===== src/rtl/uart_cmd_decoder.sv =====
// Byte-stream command decoder: parses cmd/addr/4-byte-data frames from a UART
// receiver into register write/read strobes and streams read data back out.
module uart_cmd_decoder #(
  parameter int unsigned TIMEOUT   = 17360,
  parameter logic [7:0]  WRITE_CMD = 8'hAA,
  parameter logic [7:0]  READ_CMD  = 8'h00
) (
  input  logic        clk,
  input  logic        i_reset,
  input  logic [7:0]  i_rx_data,
  input  logic        i_rx_valid,
  output logic [7:0]  o_reg_addr,
  output logic [31:0] o_reg_wdata,
  output logic        o_reg_we,
  output logic        o_reg_re,
  input  logic [31:0] i_reg_rdata,
  output logic [7:0]  o_tx_data,
  output logic        o_tx_we,
  input  logic        i_tx_full,
  output logic        o_err
);

  localparam int TW = $clog2(TIMEOUT + 1);

  typedef enum logic [2:0] {
    S_IDLE, S_ADDR, S_DATA, S_EXEC, S_RDWAIT, S_RESP
  } state_t;

  state_t        state, state_nxt;
  logic          is_read;
  logic [1:0]    cnt;
  logic [TW-1:0] tmo_cnt;
  logic [31:0]   resp;
  logic          err_nxt;
  logic          in_frame;
  logic          tmo_hit;

  assign in_frame  = (state == S_ADDR) || (state == S_DATA);
  // A byte landing on the expiry cycle wins over the timeout.
  assign tmo_hit   = in_frame && !i_rx_valid && (tmo_cnt == TW'(TIMEOUT - 1));
  assign o_tx_data = resp[{cnt, 3'b000} +: 8];

  always_comb begin
    state_nxt = state;
    err_nxt   = 1'b0;
    o_reg_we  = 1'b0;
    o_reg_re  = 1'b0;
    o_tx_we   = 1'b0;
    case (state)
      S_IDLE: begin
        if (i_rx_valid) begin
          if (i_rx_data == WRITE_CMD || i_rx_data == READ_CMD) state_nxt = S_ADDR;
          else err_nxt = 1'b1;
        end
      end
      S_ADDR: begin
        if (i_rx_valid) state_nxt = S_DATA;
        else if (tmo_hit) begin
          state_nxt = S_IDLE;
          err_nxt   = 1'b1;
        end
      end
      S_DATA: begin
        if (i_rx_valid) begin
          if (cnt == 2'd3) state_nxt = S_EXEC;
        end else if (tmo_hit) begin
          state_nxt = S_IDLE;
          err_nxt   = 1'b1;
        end
      end
      S_EXEC: begin
        err_nxt = i_rx_valid;
        if (is_read) begin
          o_reg_re  = 1'b1;
          state_nxt = S_RDWAIT;
        end else begin
          o_reg_we  = 1'b1;
          state_nxt = S_IDLE;
        end
      end
      S_RDWAIT: begin
        err_nxt   = i_rx_valid;
        state_nxt = S_RESP;
      end
      S_RESP: begin
        err_nxt = i_rx_valid;
        o_tx_we = !i_tx_full;
        if (!i_tx_full && cnt == 2'd3) state_nxt = S_IDLE;
      end
      default: state_nxt = S_IDLE;
    endcase
  end

  always_ff @(posedge clk) begin
    if (i_reset) begin
      state       <= S_IDLE;
      is_read     <= 1'b0;
      cnt         <= 2'd0;
      tmo_cnt     <= '0;
      resp        <= '0;
      o_reg_addr  <= '0;
      o_reg_wdata <= '0;
      o_err       <= 1'b0;
    end else begin
      state <= state_nxt;
      o_err <= err_nxt;
      if (i_rx_valid || !in_frame) tmo_cnt <= '0;
      else                         tmo_cnt <= tmo_cnt + TW'(1);
      case (state)
        S_IDLE:   if (i_rx_valid) is_read <= (i_rx_data == READ_CMD);
        S_ADDR: begin
          if (i_rx_valid) begin
            o_reg_addr <= i_rx_data;
            cnt        <= 2'd0;
          end
        end
        S_DATA: begin
          // cnt wraps 3->0 here, so RESP starts from byte 0.
          if (i_rx_valid) begin
            o_reg_wdata[{cnt, 3'b000} +: 8] <= i_rx_data;
            cnt <= cnt + 2'd1;
          end
        end
        S_RDWAIT: begin
          resp <= i_reg_rdata;
          cnt  <= 2'd0;
        end
        S_RESP:   if (!i_tx_full) cnt <= cnt + 2'd1;
        default: ;
      endcase
    end
  end

endmodule


===== config.mk =====
export PLATFORM = sky130hd
export DESIGN_NAME = uart_cmd_decoder
export DESIGN_NICKNAME = d
export VERILOG_FILES = /design/src/rtl/uart_cmd_decoder.sv
export SDC_FILE = /design/constraint.sdc
export NUM_CORES = 1
export LEC_CHECK = 0
export ABC_AREA = 1
export CAP_MARGIN = 20
export CORE_MARGIN = 3
export CORE_UTILIZATION = 53
export CTS_CLUSTER_DIAMETER = 200
export DETAILED_ROUTE_END_ITERATION = 8
export GPL_TIMING_DRIVEN = 0
export PLACE_DENSITY = 0.84
export SLEW_MARGIN = 20
export SYNTH_ARGS = -nofsm -noshare
export SYNTH_HDL_FRONTEND = slang
export SYNTH_SLANG_ARGS = --single-unit

===== constraint.sdc =====
create_clock -name clk -period 5.94 [get_ports clk]
set_input_delay 1.188 -clock clk [delete_from_list [all_inputs] [get_ports clk]]
set_output_delay 1.188 -clock clk [all_outputs]
set_load 0.03 [all_outputs]

### Word-level counts from Yosys, hierarchy flattened

Index checks and enable logic that the tools add are counted.

* logic and storage cells: 73
* input bits: 44
* output and inout port bits: 52
* bits in registers: 94

* add/subtract/negate cells: 3
* shifts and indexed selects: 3
* eq/ne operators: 15
* muxes and demuxes: 24
* reduce and logical (&&, ||, !) cells: 20

Operator list (number)
* $bwmux W32: 1
* $shift A8 B7 Y32 const A: 1
* $shiftx A32 B6 Y8: 1
* $shiftx A8 B7 Y32: 1
* $mux W3: 8
* $pmux W3 S6: 1
* $add A15 B1 Y15 const B: 1
* $eq A15 B15 Y1 const B: 1
* $ne A2 B2 Y1 const B: 6
* $mux W1: 9
* $eq A8 B8 Y1 const B: 1
* $logic_not A8 Y1: 1
* $pmux W2 S4: 1
* $reduce_and A4 Y1: 2
* $neg A5 Y7: 1
* $eq A3 B2 Y1 const B: 2
* $eq A3 B3 Y1 const B: 2
* $mux W2: 3
* $reduce_and A2 Y1: 3
* $reduce_bool A4 Y1: 1
* $reduce_or A2 Y1: 2
* $eq A3 B1 Y1 const B: 1
* $logic_and A1 B1 Y1: 3
* $logic_not A1 Y1: 3
* 7 further kinds: 9

### Logic depth before layout (Yosys ltp)

* word-level depth: 7
* mapped depth: 11
* mapped depth without buffers: 9

### Least setup slack after synthesis

No wires, ideal clock.

* path kind: input to output
* start point: input port i_tx_full
* end point: output port o_tx_we
* data arrival time: 1.601 ns
* setup slack: 3.151 ns
* data required time: 4.752 ns
* stages on the path: 1
* cell sequence: nor2_1

* word-level cells in the longest chain between the ends: 2

Ends and longest elaborated chain
* from (decl): RTL line 19 `input logic i_tx_full,`
* $logic_not A1 Y1
* $mux W1: RTL line 49 `case (state)`
* to (decl): RTL line 18 `output logic o_tx_we,`

Every way passes these cells.

### Worst setup path after layout

* start point: register cnt[0]
* end point: output port o_tx_data[2]

* word-level cells in the longest chain between the ends: 1

Ends and longest elaborated chain
* from (decl): RTL line 31 `logic [1:0] cnt;`
* from (signal assigned): RTL line 121 `cnt <= cnt + 2'd1;`
* from (signal assigned): RTL line 128 `S_RESP: if (!i_tx_full) cnt <= cnt + 2'd1;`
* $shiftx A32 B6 Y8: RTL line 41 `assign o_tx_data = resp[{cnt, 3'b000} +: 8];`
* to (decl): RTL line 17 `output logic [7:0] o_tx_data,`

Every way passes these cells.

==> impl_metrics.yaml <==
outcome:
  status: "finished clean"
cells_and_area:
  fin_nets: 758
  syn_to_final_growth_pct: 30.1
  fillCellCount: 620
  antenna_cells: 0
  drive_above_1_share: 0.0646
  final_cells: 811
synth:
  synth_edf_count: 0
  synth.net_count: 652
  async_reset_ff_frac: 0
  yosys_register_bits: 94
  syn_area_um2: 4210
  seq_area_frac_synth: 0.447
  synth_area_leader_cell: "dfxtp_1"
  avgSynthCellArea_um2: 7.00
  synth_warnings: 0
  synth.most_common_cell: "nor2_1"
  synthTopCellsByCount: "nor2_1 (144), dfxtp_1 (94), nand2_1 (89)"
  synth.distinct_cells: 32
  yosysTopAreaCellShare: 0.447
  syn_inst: 601
  synth_area_leaders: "dfxtp_1 (45%), nor2_1 (13%), nand2_1 (7.9%)"
  synth_ff_type: "dfxtp_1"
worst_setup_path:
  crit_arrival_ns: 2.54
  end_kind: "output port"
  cp_slowest_cell: "clkdlybuf4s50_1"
  worstSetupPathType: "flip-flop to output port"
  critPathMaxStageDelay_ns: 0.71
  crit_chain: "buf_2 > clkbuf_1 > o21ai_0 > o22ai_1 > clkdlybuf4s50_1"
  r2r_cells: 10
  path_max_fanout: 10
  start_kind: "flip-flop"
  required_ns: 4.75
die:
  io_pins: 96
  dieArea_um2: 9040
  die_w_um: 95.1
  rows: 31
  initial_core_util: 0.562
  core_region_area_um2: 7490
  fp.dieH_um: 95.1
sta:
  skew_ns: 0.0121
  rsz0062_at_grt: "false"
  max_freq_mhz: 268
  finalMaxSlewViolations: 0
  fin_crit_ns: 3.73
  setup_tns_ns: 0
  fin_crit_sh: 0.628
  setup_viol: 0
  hold_viol: 0
  max-slew-margin-rel: 0.668
  worst_pin_slew_ns: 0.499
global_routing:
  antenna_found_initial: 0
  grtUsageTotal: 0.261
  grt_pass1_vias: 4147
  gr-total-overflow: 0
  grt_pass1_wl_um: 18700
  grt_max_degree: 16
placement:
  placed_cells: 795
  gp_congestion: 0.969
  port_buffers: 95
  dp_hpwl_um: 8640
power_and_ir_drop:
  powerDensity_nw_per_um2: 363
  combPwrFrac: 0.389
  leakage_nw: 2.12
  vdd_drop_max_mv: 0.325
  p_switching_w: 0.000794
  seq_power_share: 0.400
  switching_share: 0.400
  pwr-share-clk: 0.211
  cellInternalPower_w: 0.00119
clock_network:
  clk-insertion-delay-late_ns: 0.36
  path_clk_slew_ns: 0.09
  cts-resized-gates: 0
  cts_sinks: 94
  cts_hold_buf: 0
  htree_num_levels: 3
  cts.path.max_buffers: 2
  cts_tree: "built"
  cts_root_buffer: "clkbuf_8"
  cts_inserted_buffers: 9
  postCtsSetupBuffers: 0
route:
  drt_iter0_markers: 308
  met1_length_um: 4990
  vias: 4404
  drt_wl_total_um: 11500
  viasPerCell: 5.43
  met3WireLength_um: 1050
  wl_per_cell_um: 14.2
  highest_layer: "met4"
  wl_met2_um: 5320
  drc: 0
  ant_nets: 0
  firstDrtPassIters: 5
hold_path:
  hold_path_class: "flip-flop to flip-flop"
  hold_path_depth: 1
run:
  max_cap_violations: 0
-- power by group through the flow --
stage | logic (W) | registers, W | clock network, W
final | 0.000772 | 0.000795 | 0.000419
after global routing | 0.000862 | 0.000803 | 0.000444
after floorplan | 0.000493 | 0.000811 | 0
after CTS | 0.000762 | 0.000792 | 0.000420
after detailed placement | 0.000755 | 0.000805 | 0
after global placement | 0.000735 | 0.000803 | 0
-- worst max-delay path: cells and delay by family, from the launching register on --
kind	cells	cell delay (ns)
AO/OA/AOI/OAI	2	0.45
buffers and inverters	3	1.30
flip-flops	1	0.43
-- metal layers --
metal  vias to the layer above  track usage
met5                         -            0
met4                         0       0.0865
met3                        12       0.0631
met2                       208        0.422
met1                      2008        0.341
li1                       2176            -
-- flip-flops by register name, indices dropped and copies added, names as in the netlist --
signal / flops
o_reg_wdata: 32
resp: 32
tmo_cnt: 15
o_reg_addr: 8
state: 3
cnt: 2
is_read: 1
o_err: 1
-- worst paths after layout --
kind / from / endpoint / slack, ns
setup / recovery: cnt[0]$_SDFFE_PP0P_ / o_tx_data[2] / 2.21
setup reg to reg: cnt[0]$_SDFFE_PP0P_ / o_reg_wdata[24]$_SDFFE_PP0P_ / 3.51
hold / removal: tmo_cnt[0]$_SDFF_PP0_ / tmo_cnt[0]$_SDFF_PP0_ / 0.45
hold reg to reg: tmo_cnt[0]$_SDFF_PP0_ / tmo_cnt[0]$_SDFF_PP0_ / 0.45
-- kinds of logic (layout without fill, tap and decap cells) --
group | count (synthesis) | after routing | synth area share
compound gates | 125 | 125 | 0.153
flops | 94 | 94 | 0.447
buf+inv | 66 | 177 | 0.0651
xor+xnor | 3 | 3 | 0.00625
fa+ha+maj | 7 | 7 | 0.0208
simple gates | 306 | 306 | 0.307
-- cell usage in the layout (no fill, tap or decap), types with 5 or more instances in the layout --
cell type        synthesis  layout
a21oi_1                 52      52
buf_2                   12      12
clkbuf_1                14      16
clkbuf_8                 0       9
clkdlybuf4s50_1          0      95
dfxtp_1                 94      94
ha_1                     7       7
inv_1                   31      31
inv_2                    5       5
nand2_1                 89      89
nand2_2                  6       6
nand3_1                 39      39
nand4_1                 13      13
nor2_1                 144     144
nor3_1                   5       5
o21ai_0                 61      61
o22ai_1                  8       8
-- layout make-up --
type | count | area (µm²) | area share
repair buffers | 95 | 951 | 0.174
multi-input cells | 441 | 2050 | 0.375
plain buffers | 29 | 135 | 0.0247
clock buffers | 11 | 131 | 0.0240
flip-flops and latches | 94 | 1880 | 0.344
clock inverters | 5 | 60.1 | 0.0110
well taps | 99 | 124 | 0.0226
inverters | 37 | 139 | 0.0254
-- metrics by stage --
step / power [W] / setup WS, ns / instance area, µm² / utilization / hold slack (ns)
after floorplan: 0.00130 / 3.15 / 4210 / - / 0.417
after global placement: 0.00154 / 2.35 / 5280 / 0.706 / 0.428
after detailed placement: 0.00156 / 2.34 / 5280 / 0.706 / 0.439
after CTS: 0.00197 / 2.23 / 5470 / 0.731 / 0.454
after global routing: 0.00211 / 2.10 / 5470 / 0.731 / 0.483
final: 0.00198 / 2.21 / 5470 / 0.731 / 0.451
Note: power is estimated with default switching activity, not from simulation.
==> RTL change, RTL diff (same settings) <==
Register the output `o_err` once more; this adds one clock of latency there. The other outputs are not delayed to match.
--- a/src/rtl/uart_cmd_decoder.sv
+++ b/src/rtl/uart_cmd_decoder.sv
@@ -25,6 +25,8 @@
   typedef enum logic [2:0] {
     S_IDLE, S_ADDR, S_DATA, S_EXEC, S_RDWAIT, S_RESP
   } state_t;
+
+  logic o_err_s0;
 
   state_t        state, state_nxt;
   logic          is_read;
@@ -100,10 +102,10 @@
       resp        <= '0;
       o_reg_addr  <= '0;
       o_reg_wdata <= '0;
-      o_err       <= 1'b0;
+      o_err_s0    <= 1'b0;
     end else begin
       state <= state_nxt;
-      o_err <= err_nxt;
+      o_err_s0 <= err_nxt;
       if (i_rx_valid || !in_frame) tmo_cnt <= '0;
       else                         tmo_cnt <= tmo_cnt + TW'(1);
       case (state)
@@ -131,5 +133,9 @@
     end
   end
 
+  always_ff @(posedge clk) begin
+    o_err <= o_err_s0;
+  end
+
 endmodule
 
Check against the original RTL: not equivalent (a bounded check fails within 4 cycles, from zero or initial values and one cycle with i_reset high).
==> RTL change against the original RTL <==
  * Design area up 0.57%
  * Global-route usage up 0.85 points
  * Routed wire length up 2.2%
  * Total power up 1.8%
  * Sequential cell count up 1
  * Worst setup slack better by 6.5 ps
  * Area after synthesis up 0.48%
  * Largest power group unchanged
  * Fmax up 0.17%
==> RTL change: results (changes against the original RTL) <==
crit-path max cell delay - 720 ps
cts bufs inserted - 9 (unchanged)
ANT cells - 0 (unchanged)
R2R depth - 10 (unchanged)
count leader, synth - nor2_1
top post-synthesis cells by count - nor2_1, dfxtp_1, nand2_1
Port Buffer Count - 95 (unchanged)
CP arrival - 2540 ps (about the same)
mean post-synth cell area - 7.02 um2 (+0.31%)
DR iter-0 viols - 334 (+8.4%)
DP HPWL - 8.75 mm (+1.3%)
post-placement setup slack - 2340 ps (-1.13 ps)
fin nets - 759 (+0.13%)
Worst Max-Slew Pin Slew - 517 ps (+18.5 ps)
1st-pass router iterations - 6 (+1)
Final Skew - 10.6 ps (-1.50 ps)
first-pass GRT wire length - 19.2 mm (+2.7%)
# H-tree levels - 3 (unchanged)
Max clock buf depth - 2 (unchanged)
biggest registers after layout - o_reg_wdata: 32 flops, resp: 32 flops, tmo_cnt: 15 flops
Max FO, Critical Path - 10 (unchanged)
drt wl/cell - 14.5 um (+2.1%)
share of layout cells above drive strength 1 - 6.73% (+0.27 points)
CP top delay family - buffers and inverters
RePlAce Congestion - 0.949 (-2.1%)
vias in the first global route - 4215 (+1.6%)
CTS root buffer - clkbuf_8
ANT nets after route - 0 (unchanged)
FILL cells - 604 (-2.6%)
post-cts resize count - 0 (unchanged)
top_reg_cell synth - dfxtp_1
Unique masters post-synth - 32 (unchanged)
Seq/Total Area, Yosys - 45.0% (+0.26 points)
initial antenna violation count - 0 (unchanged)
total global-route track usage - 26.9% (+0.85 points)
async set-or-reset flop fraction in the synthesized netlist - 0% (unchanged)
Hold Crit Class - register to register
Clock Pin Slew Worst Setup and Hold Paths - 100 ps
peak supply drop - 329 uV (+1.3%)
largest net degree at the start of global routing - 18 (+2)
worst skew pair latency - 370 ps
Detailed Route WL - 11.7 mm (+2.2%)
Pleak - 2.13 nW (+0.36%)
WHS Path Cells - 0 (-1)
CP max stage cell - clkdlybuf4s50_1
synth warn - 0 (unchanged)
setup bufs post-CTS - 0 (unchanged)
syn nets - 653 (+0.15%)
Via Count - 4507 (+2.3%)
DP Cell Count - 796 (+0.13%)
Area contributors post-synth - dfxtp_1, nor2_1, nand2_1
outcome - completed
[RTL change: path summary, 6_finish.rpt]
kind / from / endpoint / slack [ps]
hold reg to reg: o_err_s0 / o_err / 340
hold / removal: o_err_s0 / o_err / 340
setup reg to reg: cnt[0] / o_reg_wdata[30] / 3550
setup / recovery: cnt[0] / o_tx_data[5] / 2220
[RTL change: layout make-up]
| cell class | count | area, um2 | share of cell area (%) |
|---|---|---|---|
| clock inverters | 7 | 78.8 | 1.43 |
| plain buffers | 29 | 135 | 2.45 |
| multi-input cells | 441 | 2050 | 37.3 |
| flip-flops and latches | 95 | 1900 | 34.5 |
| repair buffers | 95 | 951 | 17.3 |
| well taps | 99 | 124 | 2.25 |
| clock buffers | 9 | 124 | 2.25 |
| inverters | 37 | 139 | 2.52 |
[RTL change: kinds of logic after synthesis]
logic type               count (synthesis)  share of synthesized area [%]
AO/OA/AOI/OAI                          125                           15.3
buffers and inverters                   66                           6.48
XOR/XNOR                                 3                          0.622
adder cells (fa/ha/maj)                  7                           2.07
AND/OR/NAND/NOR                        306                           30.6
flip-flops                              95                           45.0
[RTL change: where the power goes]
group | switching [W] | internal, W
Clock | 0.000244 | 0.000199
Sequential | 0.0000674 | 0.000735
Combinational | 0.000508 | 0.000267
Total | 0.000820 | 0.00120
[RTL change: stage by stage]
stage	hold slack (ps)	area [um2]	power (W)
floorplan	310	4230	0.00131
global placement	312	5300	0.00155
detailed placement	318	5300	0.00157
CTS	346	5510	0.00201
global route	359	5510	0.00214
finish	339	5510	0.00202
[RTL change: worst reg2reg max path, cell delays in order, from the launching register on]
cell	delay, ps
dfxtp_1	420
buf_2	230
inv_1	70
buf_2	180
buf_2	220
ha_1	330
or2_2	280
clkbuf_1	200
nor2_1	130
nand3_1	120
a21oi_1	160
[RTL change: per-layer routing]
metal / track usage (%) / routed length, um
met1: 35.6 / 5090
met4: 10.5 / 243
met5: 0 / 0
met2: 42.5 / 5340
met3: 6.31 / 1080
